<file path="src/rtl/serial_crc_eq2.sv">
// ---------------------------------------------------------------------------
// serial_crc_eq2
// Bit-serial CRC generator. It captures a DATA_W-bit message word and divides
// it, MSB first, one bit per clock, by G(x) = x^CRC_W + POLY. The LFSR is in
// augmented (long-division) form, so CRC_W zero bits are shifted in after the
// message. The remainder is published on data_out. The block runs
// continuously: LOAD -> SHIFT (DATA_W+CRC_W clocks) -> DONE -> LOAD.
//
// Ports
//   clk      in   1       rising-edge clock
//   reset    in   1       asynchronous, active-high; clears all state
//   data_in  in   DATA_W  message word, sampled only in LOAD
//   data_out out  CRC_W   registered remainder of the last completed message
// ---------------------------------------------------------------------------
module serial_crc_eq2 #(
  parameter int                 DATA_W = 6,
  parameter int                 CRC_W  = 5,
  parameter logic [CRC_W-1:0]   POLY   = 5'b00101
) (
  input  logic              clk,
  input  logic              reset,
  input  logic [DATA_W-1:0] data_in,
  output logic [CRC_W-1:0]  data_out
);

  localparam int CNT_W = $clog2(DATA_W + CRC_W);

  localparam logic [1:0] ST_LOAD  = 2'd0;
  localparam logic [1:0] ST_SHIFT = 2'd1;
  localparam logic [1:0] ST_DONE  = 2'd2;

  localparam logic [CNT_W-1:0] CNT_MSG_END = CNT_W'(DATA_W);
  localparam logic [CNT_W-1:0] CNT_LAST    = CNT_W'(DATA_W + CRC_W - 1);

  logic [1:0]        r_state;
  logic [CNT_W-1:0]  r_cnt;
  logic [DATA_W-1:0] r_msg;
  logic [CRC_W-1:0]  r_lfsr;
  logic [CRC_W-1:0]  r_data_out;
  logic              w_bit;

  // One long-division step: shift in the next dividend bit and subtract
  // (XOR) the generator whenever the bit leaving the top is set.
  function automatic logic [CRC_W-1:0] lfsr_step(
    input logic [CRC_W-1:0] s,
    input logic             b
  );
    lfsr_step = {s[CRC_W-2:0], b} ^ (s[CRC_W-1] ? POLY : '0);
  endfunction

  // Message bits first, then the augmenting zeros.
  assign w_bit = (r_cnt < CNT_MSG_END) ? r_msg[DATA_W-1] : 1'b0;

  always_ff @(posedge clk or posedge reset) begin
    if (reset) begin
      r_state    <= ST_LOAD;
      r_cnt      <= '0;
      r_msg      <= '0;
      r_lfsr     <= '0;
      r_data_out <= '0;
    end else begin
      case (r_state)
        ST_LOAD: begin
          r_msg   <= data_in;
          r_lfsr  <= '0;
          r_cnt   <= '0;
          r_state <= ST_SHIFT;
        end
        ST_SHIFT: begin
          r_msg  <= {r_msg[DATA_W-2:0], 1'b0};
          r_lfsr <= lfsr_step(r_lfsr, w_bit);
          r_cnt  <= r_cnt + 1'b1;
          if (r_cnt == CNT_LAST) begin
            r_state <= ST_DONE;
          end
        end
        ST_DONE: begin
          r_data_out <= r_lfsr;
          r_state    <= ST_LOAD;
        end
        default: begin
          r_state <= ST_LOAD;
        end
      endcase
    end
  end

  assign data_out = r_data_out;

endmodule

</file>
<file path="config.mk">
export PLATFORM = sky130hd
export DESIGN_NAME = serial_crc_eq2
export DESIGN_NICKNAME = d
export VERILOG_FILES = /design/src/rtl/serial_crc_eq2.sv
export SDC_FILE = /design/constraint.sdc
export NUM_CORES = 1
export LEC_CHECK = 0
export BUFFER_PORTS_ARGS = -buffer_cell sky130_fd_sc_hd__buf_2
export CORE_MARGIN = 2
export CORE_UTILIZATION = 54
export CTS_CLUSTER_DIAMETER = 60
export DETAILED_ROUTE_END_ITERATION = 16
export PLACE_DENSITY = 0.85
export SYNTH_ARGS = -nofsm -noshare
export SYNTH_HDL_FRONTEND = slang
export SYNTH_SLANG_ARGS = --single-unit
</file>
<file path="constraint.sdc">
create_clock -name clk -period 1.2 [get_ports clk]
set_input_delay 0.06 -clock clk [delete_from_list [all_inputs] [get_ports clk]]
set_output_delay 0.06 -clock clk [all_outputs]
set_load 0.02 [all_outputs]
</file>
==> flow_metrics.tcl, run 1 <==
set metrics [dict create \
    critPathKind "reg -> reg" \
    yosys.area.top_type_share_pct 54.9 \
    cp.depth 3 \
    p_seq_share_pct 60.6 \
    io_pins 13 \
    synth_top_area_cell "dfrtp_1" \
    ir_drop_mv 0.786 \
    synthToLayoutAreaGrowth_pct 16.0 \
    initial_utilization_pct 57.5 \
    min-delay-start "data_in[2]" \
    slew_viol_final 0 \
    cp-end-kind "flop" \
    fmax_ghz 0.878 \
    std_cell_rows 15 \
    ant_nets 0 \
    die_h_um 47.1 \
    p_sw_w 0.000308 \
    synth.most_common_cell "dfrtp_1" \
    wl_per_cell_um 11.8 \
    via_per_inst 5.16 \
    leakagePower_nw 0.577 \
    setup-tns-final_ns 0 \
    yosysUniqueCellTypes 23 \
    m1WireLength_um 735 \
    drt_pass1_iterations 4 \
    async_reset_ff_share_pct 100 \
    finalSetupViolCount 0 \
    cts_sinks 22 \
    synthFlopType "dfrtp_1" \
    synth_nets 100 \
    grt_pass1_wl_um 2640 \
    max-cap-violations 0 \
    r2r-start "r_state[1]" \
    top_layer_used "met4" \
    vias 697 \
    hold-path-cell-count 3 \
    hold_violations 0 \
    cp_cell_sequence "or3b_1, o21ai_1, a22o_1" \
    h-tree-depth 1 \
    rsz0062_at_grt "yes" \
    synth_common_cells "dfrtp_1, nand2_1, o21ai_0" \
    antenna_found_initial 0 \
    start_kind "flop" \
    ys_seq_area_share_pct 54.9 \
    grt_pass1_vias 594 \
    cp_max_fo 6 \
    reg2reg_depth 3 \
    yosys_warnings 0 \
    crit_start "r_state[1]" \
    p_per_area_nw_per_um2 1150 \
    post_synth.cell_area_avg_um2 11.1 \
    worstMarginPinSlew_ns 0.273 \
    skew_ns 0.00872 \
    fin_crit_ns 1.14 \
    drtIter0Drc 11 \
    grt_max_degree 23 \
    globalplace.congestion 0.801 \
    placement.io_buffers 12 \
    synth_edf_count 0 \
    timing.hold.ws_ns 0.0417 \
    reg2reg_setup_slack_ns 0.06 \
    core_um2 1750 \
    wl_met2_um 769 \
    final_nets 121 \
    critPathArrivalTime_ns 1.38 \
    clkPwrFrac_pct 28.9 \
    die_area_um2 2220 \
    critical_path.top_delay_family "flip-flops" \
    clk_latency_ns 0.30 \
    clock_path_buffers 2 \
    clk_pin_slew_ns 0.11 \
    crit_required_ns 1.44 \
    place_hpwl_um 1220 \
    slowest_delay_ns 0.47 \
    fill_cells 150 \
    dp_cells 129 \
    cp_slowest_cell "dfrtp_1" \
    timing.final.crit_share_pct 94.9 \
    drive_above_1_share_pct 28.2 \
    cts_resized 0 \
    slew-limit-headroom_pct 81.8 \
    drc 0 \
    swShare_pct 23.0 \
    syn_area_um2 1000 \
    regArea_um2 551 \
    synth_area_leaders "dfrtp_1, nand2_1, mux2_2" \
    grt_use_total_pct 18.0 \
    cts_tree "yes" \
    power.total_w 0.00134 \
    wl_um 1590 \
    overflow 0 \
    hold_class "in -> reg" \
    die-width_um 47.1 \
    cts_made_buffers 3 \
    fin_cells 135 \
    status "finished clean" \
    pwr-share-comb_pct 10.5 \
    cts-root-buf "clkbuf_4" \
    routed-wl-met3_um 60 \
    crit_buf_inv 0 \
    ys_ff_latch 22 \
    syn_inst 90 \
    multi_input_area_um2 402 \
    p_int_w 0.00103 \
    diodes 0 \
]
[cells in the final DEF (no fill, tap or decap)]
| cell | n |
|---|---|
| mux2i_1 | 5 |
| nand2b_4 | 2 |
| ha_1 | 2 |
| inv_1 | 3 |
| a22o_1 | 2 |
| nand3_1 | 3 |
| clkbuf_4 | 3 |
| nor2b_1 | 1 |
| o21ai_1 | 1 |
| nand3b_1 | 2 |
| nor2_1 | 3 |
| mux2_2 | 5 |
| xnor2_1 | 1 |
| dlygate4sd3_1 | 2 |
| clkbuf_8 | 1 |
| a41oi_1 | 1 |
| dfrtp_1 | 22 |
| or3b_1 | 1 |
| nand4_1 | 1 |
| nand2_1 | 17 |
| a21oi_1 | 1 |
| buf_4 | 7 |
| o311ai_2 | 1 |
| buf_2 | 12 |
| o21ai_0 | 11 |
[kinds of logic after synthesis]
kind of cell	Yosys count	synth area share, %
AOI/OAI and AO/OA	17	10.7
xor gates and xnor gates	1	0.873
adders and majority gates	2	2.49
buffers and inverters	8	5.11
DFF	22	54.9
muxes	10	10.6
and+or+nand+nor	30	15.3
[worst reg2reg max path, cell delays in order, from the launching register on]
cell,delay [ns]
dfrtp_1,0.47
or3b_1,0.40
o21ai_1,0.08
a22o_1,0.13
[timing repair]
item                                   4_1_cts  5_1_grt
setup endpoints to repair                    0        1
hold buffers                                 2        0
endpoints found under the hold margin       23        0
setup buffers                                0        0
[through the flow]
stage | util, % | setup WS [ns] | instance area (um^2)
after floorplan | - | 0.0774 | 1000
after CTS | 66.7 | 0.0546 | 1160
after detailed placement | 63.4 | 0.0815 | 1110
after global placement | 63.4 | 0.120 | 1110
after global routing | 66.7 | -0.00665 | 1160
final | 66.7 | 0.0612 | 1160
[worst paths after layout]
kind                                to
max in group asynchronous  data_out[2]
min                           r_msg[2]
min in group asynchronous     r_cnt[0]
max                           r_cnt[2]
min reg2reg                   r_msg[5]
max reg2reg                   r_cnt[2]
[flip-flops by register name (all words and copies together) (netlist names)]
name      cells
r_state       2
r_lfsr        5
data_out      5
r_msg         6
r_cnt         4
[layout make-up]
cell class,count,share of cell area [%]
flip-flops and latches,22,47.3
multi-input cells,60,34.5
clock buffers,4,3.12
repair buffers,21,11.4
well taps,25,2.69
inverters,3,0.968
[power groups by stage]
stage                     clock (W)  combinational (W)  sequential, W
after floorplan                   0          0.0000541       0.000856
after global placement            0           0.000135       0.000825
after detailed placement          0           0.000139       0.000829
after CTS                  0.000403           0.000144       0.000814
after global routing       0.000428           0.000156       0.000821
final                      0.000387           0.000141       0.000813
[layer usage]
metal / GRT usage, % / vias up
met2: 27.9 / 14
met1: 22.1 / 328
met4: 8.33 / 0
met3: 6.92 / 5
met5: 0 / -
li1: - / 350
No activity file was read; power rests on OpenSTA's default activity.
==> run 2, diff against run 1 <==
--- a/config.mk
+++ b/config.mk
@@ -5,6 +5,7 @@
 export SDC_FILE = /design/constraint.sdc
 export NUM_CORES = 1
 export LEC_CHECK = 0
+export ABC_AREA = 1
 export BUFFER_PORTS_ARGS = -buffer_cell sky130_fd_sc_hd__buf_2
 export CORE_MARGIN = 2
 export CORE_UTILIZATION = 54
==> constraint.sdc (replaced) <==
create_clock -name clk -period 1.15 [get_ports clk]
set_input_delay 0.0575 -clock clk [delete_from_list [all_inputs] [get_ports clk]]
set_output_delay 0.0575 -clock clk [all_outputs]
set_load 0.02 [all_outputs]
==> run 2 against run 1 <==
- area after synthesis shrank 2.4%
- largest cell class unchanged
- critical endpoint unchanged
- utilization grew 4.2 points
- combinational power is essentially flat
==> flow_metrics.tcl, run 2 <==
set metrics [dict create \
    status "finished clean" \
    synth.most_common_cell "nand2_1" \
    p_per_area_nw_per_um2 1080 \
    drive_above_1_share_pct 30.0 \
    crit_required_ns 1.36 \
    synth_area_leaders "dfrtp_1, nand2_1, o21ai_2" \
    fin_crit_ns 1.08 \
    cts_tree "yes" \
    worstMarginPinSlew_ns 0.272 \
    drt_pass1_iterations 4 \
    die_area_um2 2170 \
    timing.hold.ws_ns 0.317 \
    hold_class "in -> async" \
    slew-limit-headroom_pct 81.9 \
    io_pins 13 \
    timing.final.crit_share_pct 94.0 \
    pwr-share-comb_pct 10.7 \
    core_um2 1710 \
    wl_per_cell_um 11.7 \
    finalSetupViolCount 0 \
    p_sw_w 0.000317 \
    placement.io_buffers 12 \
    async_reset_ff_share_pct 100 \
    clk_pin_slew_ns 0.11 \
    synth_top_area_cell "dfrtp_1" \
    swShare_pct 24.3 \
    final_common_cell "nand2_1" \
    synth_edf_count 0 \
    skew_ns 0.00143 \
    fill_cells 125 \
    synth_common_cells "nand2_1, dfrtp_1, inv_1" \
    grt_pass1_vias 683 \
    globalplace.congestion 0.807 \
    start_kind "flop" \
    leakagePower_nw 0.646 \
    yosys_warnings 0 \
    critPathArrivalTime_ns 1.29 \
    ys_ff_latch 22 \
    postLayoutCoreUtil_pct 70.9 \
    synthFlopType "dfrtp_1" \
    place_hpwl_um 1270 \
    antenna_found_initial 0 \
    multi_input_area_um2 369 \
    cts-root-buf "clkbuf_4" \
    max-cap-violations 0 \
    slew_viol_final 0 \
    post_synth.cell_area_avg_um2 9.60 \
    initial_utilization_pct 57.4 \
    diodes 0 \
    h-tree-depth 1 \
    cts_made_buffers 3 \
    yosysUniqueCellTypes 21 \
    vias 773 \
    syn_area_um2 980 \
    regArea_um2 552 \
    overflow 0 \
    setup-tns-final_ns 0 \
    grt_use_total_pct 19.4 \
    die_h_um 46.6 \
    clock_path_buffers 2 \
    rsz0062_at_grt "no" \
    clkPwrFrac_pct 26.4 \
    synth_nets 112 \
    final_nets 142 \
    cp-end-kind "flop" \
    hold_violations 0 \
    drc 0 \
    final_cell_mix "nand2_1, dfrtp_1, buf_2, inv_1, nand3_1" \
    via_per_inst 4.99 \
    yosys.area.top_type_share_pct 56.2 \
    critPathKind "reg -> reg" \
    cts_sinks 22 \
    fmax_ghz 0.925 \
    grt_max_degree 23 \
    die-width_um 46.6 \
    wl_um 1810 \
    p_seq_share_pct 62.9 \
    clk_latency_ns 0.30 \
    dp_cells 141 \
    ys_seq_area_share_pct 56.2 \
    synthToLayoutAreaGrowth_pct 23.6 \
    ant_nets 0 \
    cp_max_fo 8 \
    p_int_w 0.000986 \
    std_cell_rows 15 \
    grt_pass1_wl_um 2880 \
    ir_drop_mv 0.878 \
    drtIter0Drc 8 \
    max_flop_register "r_msg" \
    largest_reg_flops 6 \
    fin_cells 155 \
    syn_inst 102 \
]
## run 2: cell types whose count changed after synthesis, sizes merged, moves of 2 or more
cell	before	now
nand3	3	10
mux2	5	0
o21ai	12	9
nand2b	2	0
inv	3	13
nand3b	2	0
nor2	3	5
buf	5	1
mux2i	5	0
nand2	17	33
o22ai	0	3
## run 2: worst max-delay path, stage by stage (launching register included)
cell and delay [ns]:
dfrtp_2 0.50, buf_4 0.18, inv_6 0.08, nand2_4 0.05, o21ai_2 0.12, a21oi_2 0.04
## run 2: layout make-up
type,instances,area share (%)
repair buffers,26,15.1
clock buffers,3,1.86
well taps,25,2.58
flip-flops and latches,22,45.6
inverters,13,4.44
multi-input cells,66,30.5
## run 2: metal layers
metal  vias to the layer above  GRT usage [%]  routed length, um
li1                        389              -                  -
met1                       368           26.7                884
met2                        12           28.1                832
met3                         4           3.53                 53
met4                         0           12.0                 38
met5                         -              0                  0
## run 2: metrics by stage
step	setup WS, ns	power, W	instance area (um^2)
CTS	0.0134	0.00130	1170
floorplan	0.193	0.000912	980
global route	0.0205	0.00136	1210
global placement	0.0829	0.000953	1080
finish	0.0691	0.00130	1210
detailed placement	0.0409	0.000958	1080
## run 2: power by group through the flow
stage / combinational (W) / clock [W] / sequential, W
floorplan: 0.0000571 / 0 / 0.000855
finish: 0.000140 / 0.000343 / 0.000820
CTS: 0.000141 / 0.000342 / 0.000820
global route: 0.000158 / 0.000379 / 0.000823
global placement: 0.000121 / 0 / 0.000832
detailed placement: 0.000123 / 0 / 0.000835
## run 2: timing repair
action | in CTS | in global routing
hold buffers | 7 | 0
setup buffers | 0 | 4
setup endpoints to repair | 0 | 8
gates resized for setup | 0 | 2
hold endpoints to repair | 28 | 0
## run 2: worst paths after layout
path / from / to / slack, ns / cells after the start
setup reg to reg: r_state[1] / r_cnt[2] / 0.07 / 5
min in group clk: data_out[1] / data_out[1] / 0.49 / 2
hold / removal: reset / r_msg[1] / 0.32 / 4
hold reg to reg: data_out[1] / data_out[1] / 0.49 / 2
setup / recovery: r_state[1] / r_cnt[2] / 0.07 / 5
max in group asynchronous: reset / r_state[1] / 0.60 / 4
## run 2: kinds of logic (layout without fill, tap and decap cells)
logic type	count (synthesis)	in the layout	synth area share [%]
adders and majority gates	2	2	2.55
AOI/OAI and AO/OA	15	15	11.2
and+or+nand+nor	49	49	23.4
DFF	22	22	56.2
buffers and inverters	14	42	6.64
==> run 3, diff against run 2 <==
--- a/config.mk
+++ b/config.mk
@@ -6,7 +6,7 @@
 export NUM_CORES = 1
 export LEC_CHECK = 0
 export ABC_AREA = 1
-export BUFFER_PORTS_ARGS = -buffer_cell sky130_fd_sc_hd__buf_2
+export BUFFER_PORTS_ARGS = -buffer_cell sky130_fd_sc_hd__clkbuf_2
 export CORE_MARGIN = 2
 export CORE_UTILIZATION = 54
 export CTS_CLUSTER_DIAMETER = 60
==> constraint.sdc (replaced) <==
create_clock -name clk -period 1 [get_ports clk]
set_input_delay 0.05 -clock clk [delete_from_list [all_inputs] [get_ports clk]]
set_output_delay 0.05 -clock clk [all_outputs]
set_load 0.02 [all_outputs]
==> run 3 against run 2 <==
- global-route usage increased by 0.23 points
- the run now ends with negative setup slack left
- critical path type unchanged
- sequential share of layout area fell by 2.0 points
- clock skew up 0.011 ns
- utilization grew 3.3 points
- worst hold slack got worse by 0.031 ns
- cell count up 0.65%
- clock power rose by 16%
- design area rose by 4.6%
- combinational power is 21% higher
- die area unchanged
==> flow_metrics.tcl, run 3 (synthesized netlist as in run 2, its figures left out) <==
set metrics [dict create \
    status "finished, violations left" \
    violations "negative setup slack" \
    cts_made_buffers 3 \
    cp.depth 4 \
    grt_use_total_pct 19.7 \
    drc 0 \
    drive_above_1_share_pct 38.2 \
    critical_path.top_delay_family "flip-flops" \
    initial_utilization_pct 57.4 \
    std_cell_rows 15 \
    placement.io_buffers 12 \
    cp-end-kind "flop" \
    cts_sinks 22 \
    setup_ws_ns -0.0752 \
    leakagePower_nw 0.650 \
    cts_tree "yes" \
    crit_required_ns 1.25 \
    io_pins 13 \
    r2r-start "r_state[1]" \
    critPathArrivalTime_ns 1.32 \
    synthToLayoutAreaGrowth_pct 29.4 \
    fmax_ghz 0.930 \
    globalplace.congestion 0.772 \
    drt_pass1_iterations 4 \
    critPathKind "reg -> reg" \
    wl_met2_um 982 \
    crit_start "r_state[1]" \
    wl_per_cell_um 13.0 \
    wl_um 2030 \
    die-width_um 46.6 \
    slowest_delay_ns 0.48 \
    power.total_w 0.00151 \
    diodes 0 \
    r2r-end "r_msg[3]" \
    vias 781 \
    worstMarginPinSlew_ns 0.280 \
    multi_input_area_um2 404 \
    skew_ns 0.0127 \
    grt_pass1_wl_um 2970 \
    ant_nets 0 \
    place_hpwl_um 1270 \
    max-cap-violations 0 \
    h-tree-depth 1 \
    dp_slack_ns -0.0255 \
    largest_reg_flops 6 \
    die_area_um2 2170 \
    drtIter0Drc 29 \
    max_flop_register "r_msg" \
    cp_max_fo 5 \
    ir_drop_mv 0.732 \
    final_common_cell "nand2_1" \
    fill_cells 116 \
    final_cell_mix "nand2_1, dfrtp_1, clkbuf_2, inv_1, nand3_1" \
    overflow 0 \
    via_per_inst 5.01 \
    m1WireLength_um 951 \
    rsz0062_at_grt "yes" \
    clock_path_buffers 2 \
    cts-root-buf "clkbuf_4" \
    crit_buf_inv 1 \
    hold_class "in -> async" \
    core_um2 1710 \
    top_layer_used "met4" \
    routed-wl-met3_um 73 \
    grt_pass1_vias 693 \
    timing.final.crit_share_pct 108 \
    die_h_um 46.6 \
    reg2reg_setup_slack_ns -0.08 \
    hold_violations 0 \
    cp_slowest_cell "dfrtp_2" \
    finalSetupViolCount 8 \
    cp-endpoint "r_msg[3]" \
    p_per_area_nw_per_um2 1190 \
    final_nets 143 \
    regArea_um2 552 \
    slew_viol_final 0 \
    start_kind "flop" \
    grt_max_degree 23 \
    clk_pin_slew_ns 0.13 \
    cp_cell_sequence "nor2_2, buf_4, nand2_1, nand3_1" \
    slew-limit-headroom_pct 81.3 \
    antenna_found_initial 0 \
    fin_crit_ns 1.08 \
    clk_latency_ns 0.30 \
    reg2reg_depth 4 \
]
-- run 3: cell types whose count changed in the layout (fill, tap and decap cells not counted), moves of 3 or more --
cell      before  now
nand2_1       31   28
nand2_2        0    3
buf_2         12    0
buf_6          0    3
clkbuf_2       0   12
-- run 3: worst register-to-register path, delay by kind of cell, from the launching register on --
kind | cells | cell delay (ns)
and+or+nand+nor | 3 | 0.38
buffers and inverters | 1 | 0.16
DFF | 1 | 0.48
-- run 3: how the worst min path moves through the flow --
stage                      from          end  slack (ns)
after global placement    reset     r_msg[1]        0.07
final                     reset  data_out[0]        0.29
after CTS                 reset  data_out[4]        0.30
after global routing      reset  data_out[0]        0.33
after detailed placement  reset     r_msg[0]        0.08
after floorplan           reset  data_out[0]        0.04
-- run 3: layer usage --
metal | GRT usage (%) | up-vias
li1 | - | 386
met1 | 24.9 | 364
met2 | 32.8 | 27
met3 | 4.71 | 4
met4 | 6.29 | 0
met5 | 0 | -
-- run 3: metrics by stage --
stage | instances | util (%) | setup TNS [ns] | area (um^2) | hold WS (ns)
finish | 156 | 74.2 | -0.271 | 1270 | 0.286
detailed placement | 144 | 64.7 | -0.0411 | 1100 | 0.0760
CTS | 154 | 70.2 | -0.0476 | 1200 | 0.305
floorplan | 102 | - | 0 | 980 | 0.0392
global placement | 144 | 64.7 | -0.00112 | 1100 | 0.0730
global route | 156 | 74.2 | -0.638 | 1270 | 0.328
-- run 3: cell type report --
| cell class | count | area share (%) |
|---|---|---|
| Sequential cell | 22 | 43.5 |
| Multi-Input combinational cell | 66 | 31.9 |
| Clock buffer | 3 | 1.78 |
| Inverter | 13 | 4.44 |
| Timing Repair Buffer | 27 | 15.9 |
| Tap cell | 25 | 2.47 |
-- run 3: power breakdown --
group | total (W) | internal (W) | switching, W
combinational | 0.000170 | 0.0000721 | 0.0000979
sequential | 0.000943 | 0.000925 | 0.0000179
clock | 0.000398 | 0.000140 | 0.000258
total | 0.00151 | 0.00114 | 0.000374
-- run 3: repair_timing --
item                                    4_1_cts  5_1_grt
gates cloned                                  0        0
buffers inserted                              0        2
hold buffers                                  7        0
gates resized for setup                       2       14
pin swaps                                     0        4
endpoints found under the setup margin        8       18
endpoints found under the hold margin        28        0
